**config.mk**
```make
export PLATFORM = sky130hd
export DESIGN_NAME = ps2_mouse_sequencer_flat
export DESIGN_NICKNAME = d
export VERILOG_FILES = /design/src/rtl/ps2_mouse_sequencer_if.sv /design/src/rtl/ps2_mouse_sequencer.sv /design/src/flat_wrapper.sv
export SDC_FILE = /design/constraint.sdc
export NUM_CORES = 1
export LEC_CHECK = 0
export ABC_AREA = 0
export BUFFER_PORTS_ARGS = -buffer_cell sky130_fd_sc_hd__buf_4
export CORE_ASPECT_RATIO = 1.5
export CORE_MARGIN = 2
export CORE_UTILIZATION = 62
export DETAILED_ROUTE_END_ITERATION = 12
export HOLD_SLACK_MARGIN = 0.1
export PLACE_DENSITY = 0.95
export SETUP_SLACK_MARGIN = 0.2
export SLEW_MARGIN = 20
export SYNTH_ARGS = -nofsm -noshare
export SYNTH_HDL_FRONTEND = slang
export SYNTH_SLANG_ARGS = --single-unit
```
**constraint.sdc**
```tcl
create_clock -name i_clk -period 4.31 [get_ports i_clk]
set_clock_uncertainty 0.15 [all_clocks]
set_input_delay 0.431 -clock i_clk [delete_from_list [all_inputs] [get_ports i_clk]]
set_output_delay 0.431 -clock i_clk [all_outputs]
set_load 0.03 [all_outputs]
```
**src/rtl/ps2_mouse_sequencer_if.sv**
```systemverilog
// Byte-level bus between the PS/2 mouse sequencer, the byte transceiver and user logic.
// master = sequencer side, slave = transceiver/user side.
interface ps2_mouse_sequencer_if;
  logic [7:0] Rx_Byte;
  logic       Rx_Valid;
  logic [7:0] Tx_Byte;
  logic       Tx_Start;
  logic       Tx_Done;
  logic       Tx_Err;
  logic       Init_Done;
  logic       Init_Err;
  logic       Pkt_Valid;
  logic [2:0] Btn;
  logic [8:0] Dx;
  logic [8:0] Dy;
  logic [1:0] Ovf;

  modport master (
    input  Rx_Byte, Rx_Valid, Tx_Done, Tx_Err,
    output Tx_Byte, Tx_Start, Init_Done, Init_Err, Pkt_Valid, Btn, Dx, Dy, Ovf
  );
  modport slave (
    output Rx_Byte, Rx_Valid, Tx_Done, Tx_Err,
    input  Tx_Byte, Tx_Start, Init_Done, Init_Err, Pkt_Valid, Btn, Dx, Dy, Ovf
  );
endinterface

```
**src/rtl/ps2_mouse_sequencer.sv**
```systemverilog
// PS/2 mouse host sequencer: init handshake with retry/timeout, then 3-byte packet assembly.
// Optional PS2_SYNC_CHECK_EN: drop stream byte 0 whose bit3 is clear to regain packet alignment.
module ps2_mouse_sequencer #(
  parameter int CLK_HZ      = 50_000_000,
  parameter int TIMEOUT_CYC = CLK_HZ / 2,
  parameter int PKT_GAP_CYC = CLK_HZ / 500,
  parameter int MAX_RETRY   = 3
) (
  input  logic i_clk,
  input  logic i_rst,
  ps2_mouse_sequencer_if.master bus
);
  localparam int CNT_MAX = (TIMEOUT_CYC > PKT_GAP_CYC) ? TIMEOUT_CYC : PKT_GAP_CYC;
  localparam int CW = $clog2(CNT_MAX + 1);
  localparam int RW = $clog2(MAX_RETRY + 1);

  typedef enum logic [3:0] {
    S_SEND_RST, S_WAIT_TX, S_ACK1, S_BAT, S_ID, S_SEND_EN, S_ACK2, S_STREAM, S_ERROR
  } state_t;

  state_t        r_state;
  logic          r_cmd_en;   // command in flight is 0xF4 (else 0xFF)
  logic [CW-1:0] r_cnt;
  logic [RW-1:0] r_retry;
  logic [1:0]    r_idx;
  logic [7:0]    r_b0, r_b1;
  logic [7:0]    r_tx_byte;
  logic          r_tx_start, r_init_done, r_init_err, r_pkt_valid;
  logic [2:0]    r_btn;
  logic [8:0]    r_dx, r_dy;
  logic [1:0]    r_ovf;

  logic   w_rx, w_tmo, w_gap_exp, w_fail;
  logic [7:0] w_exp;
  logic [1:0] w_idx;
  state_t w_fail_tgt;

  assign w_rx      = bus.Rx_Valid;
  assign w_tmo     = (r_cnt == CW'(TIMEOUT_CYC - 1));
  assign w_gap_exp = (r_idx != 2'd0) && (r_cnt == CW'(PKT_GAP_CYC - 1));
  assign w_idx     = w_gap_exp ? 2'd0 : r_idx;

  always_comb begin
    w_fail     = 1'b0;
    w_fail_tgt = S_SEND_RST;
    w_exp      = 8'hFA;
    case (r_state)
      S_BAT:   w_exp = 8'hAA;
      S_ID:    w_exp = 8'h00;
      default: w_exp = 8'hFA;
    endcase
    case (r_state)
      S_WAIT_TX: w_fail = bus.Tx_Err || (!bus.Tx_Done && w_tmo);
      S_ACK1, S_BAT, S_ID, S_ACK2: begin
        w_fail = w_rx ? (bus.Rx_Byte != w_exp) : w_tmo;
        // A resend request during ACK2 repeats only the enable command
        if (r_state == S_ACK2 && w_rx && bus.Rx_Byte == 8'hFE) w_fail_tgt = S_SEND_EN;
      end
      default: ;
    endcase
  end

  always_ff @(posedge i_clk) begin
    if (i_rst) begin
      r_state     <= S_SEND_RST;
      r_cmd_en    <= 1'b0;
      r_cnt       <= '0;
      r_retry     <= '0;
      r_idx       <= 2'd0;
      r_b0        <= 8'h00;
      r_b1        <= 8'h00;
      r_tx_byte   <= 8'h00;
      r_tx_start  <= 1'b0;
      r_init_done <= 1'b0;
      r_init_err  <= 1'b0;
      r_pkt_valid <= 1'b0;
      r_btn       <= 3'd0;
      r_dx        <= 9'd0;
      r_dy        <= 9'd0;
      r_ovf       <= 2'd0;
    end else begin
      r_tx_start  <= 1'b0;
      r_pkt_valid <= 1'b0;
      if (w_fail) begin
        r_retry <= r_retry + 1'b1;
        r_cnt   <= '0;
        if (r_retry == RW'(MAX_RETRY - 1)) begin
          r_state    <= S_ERROR;
          r_init_err <= 1'b1;
        end else begin
          r_state <= w_fail_tgt;
        end
      end else begin
        case (r_state)
          S_SEND_RST, S_SEND_EN: begin
            r_cmd_en   <= (r_state == S_SEND_EN);
            r_tx_byte  <= (r_state == S_SEND_EN) ? 8'hF4 : 8'hFF;
            r_tx_start <= 1'b1;
            r_cnt      <= '0;
            r_state    <= S_WAIT_TX;
          end
          S_WAIT_TX: begin
            if (bus.Tx_Done) begin
              r_cnt   <= '0;
              r_state <= r_cmd_en ? S_ACK2 : S_ACK1;
            end else begin
              r_cnt <= w_rx ? '0 : r_cnt + 1'b1;
            end
          end
          S_ACK1, S_BAT, S_ID, S_ACK2: begin
            if (w_rx) begin
              r_cnt <= '0;
              case (r_state)
                S_ACK1:  r_state <= S_BAT;
                S_BAT:   r_state <= S_ID;
                S_ID:    r_state <= S_SEND_EN;
                default: begin
                  r_state     <= S_STREAM;
                  r_init_done <= 1'b1;
                  r_idx       <= 2'd0;
                end
              endcase
            end else begin
              r_cnt <= r_cnt + 1'b1;
            end
          end
          S_STREAM: begin
            if (w_rx) begin
              r_cnt <= '0;
              case (w_idx)
                2'd0: begin
`ifdef PS2_SYNC_CHECK_EN
                  r_b0  <= bus.Rx_Byte;
                  r_idx <= bus.Rx_Byte[3] ? 2'd1 : 2'd0;
`else
                  r_b0  <= bus.Rx_Byte;
                  r_idx <= 2'd1;
`endif
                end
                2'd1: begin
                  r_b1  <= bus.Rx_Byte;
                  r_idx <= 2'd2;
                end
                2'd2: begin
                  r_btn       <= r_b0[2:0];
                  r_dx        <= {r_b0[4], r_b1};
                  r_dy        <= {r_b0[5], bus.Rx_Byte};
                  r_ovf       <= r_b0[7:6];
                  r_pkt_valid <= 1'b1;
                  r_idx       <= 2'd0;
                end
                default: r_idx <= 2'd0;
              endcase
            end else if (w_gap_exp) begin
              r_idx <= 2'd0;
              r_cnt <= '0;
            end else if (r_idx != 2'd0) begin
              r_cnt <= r_cnt + 1'b1;
            end
          end
          default: ;
        endcase
      end
    end
  end

  assign bus.Tx_Byte   = r_tx_byte;
  assign bus.Tx_Start  = r_tx_start;
  assign bus.Init_Done = r_init_done;
  assign bus.Init_Err  = r_init_err;
  assign bus.Pkt_Valid = r_pkt_valid;
  assign bus.Btn       = r_btn;
  assign bus.Dx        = r_dx;
  assign bus.Dy        = r_dy;
  assign bus.Ovf       = r_ovf;
endmodule
```
**src/flat_wrapper.sv**
```systemverilog
// flat-port wrapper written by rule: the top's interface ports become plain ports
module ps2_mouse_sequencer_flat 
#(
  parameter int CLK_HZ      = 50_000_000,
  parameter int TIMEOUT_CYC = CLK_HZ / 2,
  parameter int PKT_GAP_CYC = CLK_HZ / 500,
  parameter int MAX_RETRY   = 3
)
  (i_clk, i_rst, bus_Rx_Byte, bus_Rx_Valid, bus_Tx_Done, bus_Tx_Err, bus_Tx_Byte, bus_Tx_Start, bus_Init_Done, bus_Init_Err, bus_Pkt_Valid, bus_Btn, bus_Dx, bus_Dy, bus_Ovf);
  ps2_mouse_sequencer_if bus_i ();
  input  logic i_clk;
  input  logic i_rst;
  input wire logic [$bits(bus_i.Rx_Byte)-1:0] bus_Rx_Byte;
  input wire logic [$bits(bus_i.Rx_Valid)-1:0] bus_Rx_Valid;
  input wire logic [$bits(bus_i.Tx_Done)-1:0] bus_Tx_Done;
  input wire logic [$bits(bus_i.Tx_Err)-1:0] bus_Tx_Err;
  output wire logic [$bits(bus_i.Tx_Byte)-1:0] bus_Tx_Byte;
  output wire logic [$bits(bus_i.Tx_Start)-1:0] bus_Tx_Start;
  output wire logic [$bits(bus_i.Init_Done)-1:0] bus_Init_Done;
  output wire logic [$bits(bus_i.Init_Err)-1:0] bus_Init_Err;
  output wire logic [$bits(bus_i.Pkt_Valid)-1:0] bus_Pkt_Valid;
  output wire logic [$bits(bus_i.Btn)-1:0] bus_Btn;
  output wire logic [$bits(bus_i.Dx)-1:0] bus_Dx;
  output wire logic [$bits(bus_i.Dy)-1:0] bus_Dy;
  output wire logic [$bits(bus_i.Ovf)-1:0] bus_Ovf;
  assign bus_i.Rx_Byte = bus_Rx_Byte;
  assign bus_i.Rx_Valid = bus_Rx_Valid;
  assign bus_i.Tx_Done = bus_Tx_Done;
  assign bus_i.Tx_Err = bus_Tx_Err;
  assign bus_Tx_Byte = bus_i.Tx_Byte;
  assign bus_Tx_Start = bus_i.Tx_Start;
  assign bus_Init_Done = bus_i.Init_Done;
  assign bus_Init_Err = bus_i.Init_Err;
  assign bus_Pkt_Valid = bus_i.Pkt_Valid;
  assign bus_Btn = bus_i.Btn;
  assign bus_Dx = bus_i.Dx;
  assign bus_Dy = bus_i.Dy;
  assign bus_Ovf = bus_i.Ovf;
  ps2_mouse_sequencer #(.CLK_HZ(CLK_HZ), .TIMEOUT_CYC(TIMEOUT_CYC), .PKT_GAP_CYC(PKT_GAP_CYC), .MAX_RETRY(MAX_RETRY)) u_core (.i_clk(i_clk), .i_rst(i_rst), .bus(bus_i));
endmodule
```
Yosys cells after proc, flatten, opt, wreduce, memory -nomap -nowiden
Index checks and enable logic that the tools add are counted.
Storage, ports and cells
  register bits after elaboration: 85
  logic and storage cells: 94
Cells by class
  bitwise logic cells: 4
  equality and inequality tests: 19
  add/subtract/negate cells: 2
  muxes and demuxes: 27
  reduce and logical (&&, ||, !) cells: 26
Operators with widths (count)
  25-bit two-way mux: 5
  25-bit case mux with 4 select lines: 1
  25-bit by 1-bit adder with 25-bit output, second input constant: 1
  25-bit by 17-bit == test with 1-bit output, second input constant: 1
  25-bit == test, second input constant: 1
  4-bit two-way mux: 6
  4-bit AND reduction: 5
  4-bit by 3-bit == test with 1-bit output, second input constant: 4
  8-bit case mux with 2 select lines: 1
  4-bit case mux with 3 select lines: 1
  3-bit case mux with 3 select lines: 1
  4-bit by 2-bit == test with 1-bit output, second input constant: 2
  8-bit == test, second input constant: 1
  2-bit two-way mux: 4
  8-bit inequality test: 1
  2-bit case mux with 2 select lines: 2
  4-bit nonzero test: 2
  4-bit OR reduction: 2
  3-bit two-way mux: 2
  3-bit by 2-bit inequality test with 1-bit output, second input constant: 2
  2-bit AND reduction: 3
  2-bit == test, second input constant: 2
  4-bit by 1-bit == test with 1-bit output, second input constant: 1
  1-bit logical AND: 4
  15 further kinds: 23

Logic depth before layout (Yosys ltp)
  depth after elaboration: 7
  gate-level depth with buffers: 9
  mapped depth without buffers: 7

Worst setup path before layout
OpenSTA, ideal clock, no wires.
  path kind: input to register
  start: input bus_Rx_Byte[7]
  end: register u_core.r_state[2]
  buffers on the path: 0
  stages: 6
  arrival: 2.086 ns
  library setup time: 0.069 ns
  data required time: 4.091 ns
  slack: 2.005 ns
  path through: or4_1 -> mux2i_1 -> o211ai_1 -> a22oi_2 -> or4b_1 -> o21ai_1
On the way
  word-level cells in the longest chain between the ends: 6
  elaborated cells between the ends (all ways): 13
  those cells by class: 4 x eq/ne; 6 x mux; 3 x reduce/logical
RTL lines
  start, declared: RTL line flat_wrapper.sv:13  | input wire logic [$bits(bus_i.Rx_Byte)-1:0] bus_Rx_Byte;
  parallel branches: the longest is 6 deep, another holds 8-bit inequality test
  end signal, assigned: RTL line ps2_mouse_sequencer.sv:91  | r_state <= w_fail_tgt;
  end signal, assigned: RTL line ps2_mouse_sequencer.sv:105  | r_state <= r_cmd_en ? S_ACK2 : S_ACK1;
  end, declared: RTL line ps2_mouse_sequencer.sv:21  | state_t r_state;
Parallel ways; which one is timed is not known.
A chain may end at the register's enable or synchronous reset.

Worst setup path in the final report
  start: register u_core.r_state[3]
  end: register u_core.r_cnt[24]
On the way
  word-level cells in the longest chain between the ends: 6
  elaborated cells between the ends (all ways): 19
  those cells by class: 9 x eq/ne; 4 x mux; 6 x reduce/logical
RTL lines
  4-bit by 3-bit == test with 1-bit output or 4-bit by 2-bit == test with 1-bit output (tied branches): RTL line ps2_mouse_sequencer.sv:47, ps2_mouse_sequencer.sv:52, ps2_mouse_sequencer.sv:94
  8-bit case mux with 2 select lines: RTL line ps2_mouse_sequencer.sv:47  | case (r_state)
  8-bit inequality test: RTL line ps2_mouse_sequencer.sv:55  | w_fail = w_rx ? (bus.Rx_Byte != w_exp) : w_tmo;
  1-bit two-way mux: RTL line ps2_mouse_sequencer.sv:55
  1-bit case mux with 2 select lines: RTL line ps2_mouse_sequencer.sv:52  | case (r_state)
  2-bit OR reduction (no source line)
  end signal, assigned: RTL line ps2_mouse_sequencer.sv:107  | r_cnt <= w_rx ? '0 : r_cnt + 1'b1;
  end signal, assigned: RTL line ps2_mouse_sequencer.sv:124  | r_cnt <= r_cnt + 1'b1;
  end signal, assigned: RTL line ps2_mouse_sequencer.sv:158  | r_cnt <= r_cnt + 1'b1;
  end, declared: RTL line ps2_mouse_sequencer.sv:23  | logic [CW-1:0] r_cnt;
Parallel ways exist; a longest one is shown, timed or not.

==> summary.txt <==
Route
  • Number of routed nets with antenna violations: 0
  • DR vias: 3,367
  • Drc violations: 0
  • Routed WL: 8.372 mm
  • Initial DRC Count: 284
  • Wire per inst: between 10 and 15 um
  • TritonRoute pass-1 iters: 5
  • Drt via density: about 6

Pwr
  • Sequential power share: 0.490
  • Internal power: 1.102 mW
  • Clock network power share: 0.352
  • PD cells: approximately 380 nW/um^2
  • Total power: 1.580 mW
  • NetSw: 0.4778 mW
  • Peak supply drop: approximately 0.00026 V
  • Combinational power share: 0.159
  • Switching Share: 0.3024
  • Leakage: 1.511 nW

Hold path
  • Worst Hold Launch: bus_Rx_Byte[3]
  • Hold path depth: 3
  • Hold Crit Endpoint: u_core.bus.Dy[3]
  • Min-delay worst type: input pin to flop

Timing
  • Worst Tran Pin Value: 868.8 ps
  • Pins Over Slew Limit: 0
  • Highest Clock Rate: 349.2 MHz
  • Final min period: 2864 ps
  • Endpoints failing hold: 0
  • Final Setup Violations: 0
  • Unrepaired setup endpoints after global routing: false
  • Fin crit share: 0.6645
  • Setup Total Neg Slack: 0 ps
  • Slew margin rel.: 0.4058

Global routing
  • Met3 usage: 0.07028
  • Met2 usage: 0.4769
  • Overflow after GRT: 0
  • Total track usage: 0.2769
  • Largest net degree at the start of global routing: 54
  • GRT busiest layer: met2
  • Met1 usage: 0.3159
  • Vias in the first global route: 3,204
  • Initial antenna violation count: 0
  • First-pass GRT wire length: 14.17 mm

Job
  • MaxCap Viol Count: 0

Synthesis
  • Post-synth ARST share: 0
  • Avg Cell Area, Syn: 8.056 sq um
  • Yosys warnings: 0
  • EDFF count, synth: 0
  • Synthesized flop and latch total: 78
  • Syn nets: 471
  • Synth Cell Area: 3674 sq um
  • Count of cell types in the netlist: 61
  • Post-synthesis sequential area ratio: 0.4251
  • Post-synth top flop: dfxtp_1
  • Mapped Cells: 456

Clock tree
  • CTS tree: yes
  • Clock Latency Late Sink: ~360 ps
  • CTS H-tree depth: 3
  • Num CTS Buffers: 9
  • CTS Hold Bufs: 0
  • Post-CTS Setup Inserts: 0
  • Maximum clock path buffer count: 2
  • Clk slew on worst S/H paths: 90 ps
  • Clock sinks: ~80
  • Root Driver: clkbuf_8
  • Post-cts sizing count: 0

Outcome
  • Status: finished, final reports clean

Critical path
  • R2r endpoint: u_core.r_cnt[24]
  • Worst R2R Path Depth: 6
  • CP endpoint kind: flop
  • CP Launch Type: flop
  • Reg-to-reg setup timing slack: 1450 ps
  • Crit Path Category: flop to flop
  • CP max FO: 18
  • Arr. time, crit path: 2940 ps
  • CP required: 4390 ps
  • Reg-to-Reg Start: u_core.r_state[3]

Finish
  • Leading cell type in the layout, fill and taps excluded: nand2_1
  • Layout cell share with drive strength beyond 1: 0.1531
  • Synthesis-to-finish area growth: 13.42%
  • Antenna Cells: 0
  • Final nets: 500
  • Finished Core Util: 0.7255
  • Commonest cells after routing, fill and taps aside: nand2_1 (86), dfxtp_1 (78), nor2_1 (58)

Place
  • GPL Wtd Cong: 0.9036
  • Placed wire-length estimate: 5.781 mm
  • Port bufs: 47

Floorplan
  • # IOs: between 40 and 50
  • Die Wd: 66.85 um
  • Die Ht: 98.28 um
  • Core area: 5743 sq um
  • Initial Util: 0.6397
  • Die area: 6570 sq um
  • Rows: 34
-- final cells by class --
| type | count | area [sq um] |
|---|---|---|
| clock inverters | 6 | 71.32 |
| flip-flops and latches | 78 | 1562 |
| clock buffers | 10 | 127.6 |
| fillers | 442 | 1577 |
| multi-input cells | 340 | 1926 |
| well taps | 72 | 90.09 |
| repair buffers | 48 | 360.3 |
| inverters | 8 | 30.03 |
-- registers in the layout, summed over array words and instances (netlist names) --
register / count
u_core.bus.Init_Err: 1
u_core.r_b1: 8
u_core.r_b0: 7
u_core.bus.Init_Done: 1
u_core.bus.Tx_Start: 1
u_core.bus.Dx: 9
u_core.r_cnt: 25
u_core.r_state: 4
u_core.bus.Pkt_Valid: 1
u_core.bus.Ovf: 2
u_core.r_idx: 2
u_core.bus.Tx_Byte: 2
u_core.r_cmd_en: 1
u_core.r_retry: 2
u_core.bus.Dy: 9
u_core.bus.Btn: 3
-- worst max-delay path, stage by stage (launching register included) --
cell	delay [ps]
dfxtp_1	700
and4b_1	330
a2111oi_0	780
nand4_1	330
nor2_1	230
xnor2_1	150
nor2_1	60
-- power by group through the flow --
stage	Sequential (mW)	Clock (mW)	Combinational (mW)
finish	0.774	0.556	0.250
CTS	0.771	0.558	0.249
floorplan	0.784	0	0.193
global route	0.777	0.587	0.274
detailed placement	0.788	0	0.247
global placement	0.788	0	0.240
-- worst max-delay path by stage --
| stage | cells after the start | slack, ps | to | from |
|---|---|---|---|---|
| after floorplan | 6 | 2000 | u_core.r_state[2] | bus_Rx_Byte[7] |
| after global placement | 6 | 1620 | u_core.r_cnt[22] | u_core.r_cnt[9] |
| after detailed placement | 6 | 1490 | u_core.r_cnt[21] | u_core.r_cnt[9] |
| after CTS | 6 | 1470 | u_core.r_cnt[11] | u_core.r_cnt[9] |
| after global routing | 6 | 1200 | u_core.r_cnt[4] | u_core.r_state[2] |
| final | 6 | 1450 | u_core.r_cnt[24] | u_core.r_state[3] |
-- kinds of logic (layout without fill, tap and decap cells) --
logic type | after synthesis | in the layout | share of synthesized area
compound gates | 83 | 83 | 0.1431
buf+inv | 38 | 72 | 0.05075
xor+xnor | 15 | 15 | 0.03576
flops | 78 | 78 | 0.4251
mux | 16 | 16 | 0.04360
fa+ha+maj | 2 | 2 | 0.006811
simple gates | 224 | 224 | 0.2950
-- synth_stat cells (all sizes together) (8+ instances only) --
| cell | instances | share of area |
|---|---|---|
| a21oi | 41 | 0.057 |
| xnor2 | 9 | 0.021 |
| o21ai | 10 | 0.015 |
| clkbuf | 15 | 0.015 |
| nand3 | 16 | 0.022 |
| nand2 | 86 | 0.088 |
| dfxtp | 78 | 0.43 |
| nor3 | 11 | 0.015 |
| inv | 8 | 0.0082 |
| nor2 | 58 | 0.059 |
| buf | 15 | 0.027 |
| mux2i | 16 | 0.044 |
-- metrics by stage --
step / std cells / hold slack (ps) / setup slack, ps / instance area, sq um
floorplan: 456 / 281.2 / 2005 / 3674
global placement: 546 / 288.8 / 1622 / 3968
detailed placement: 546 / 295.7 / 1493 / 3968
CTS: 562 / 197.5 / 1466 / 4167
global route: 562 / 203.0 / 1203 / 4167
finish: 562 / 203.2 / 1446 / 4167
-- routing by layer --
metal | share of wire | up-vias
met5 | 0 | -
met4 | 0.025 | 0
li1 | - | 1635
met3 | 0.057 | 23
met1 | 0.39 | 1583
met2 | 0.53 | 126
Note: power is estimated with default switching activity, not from simulation.
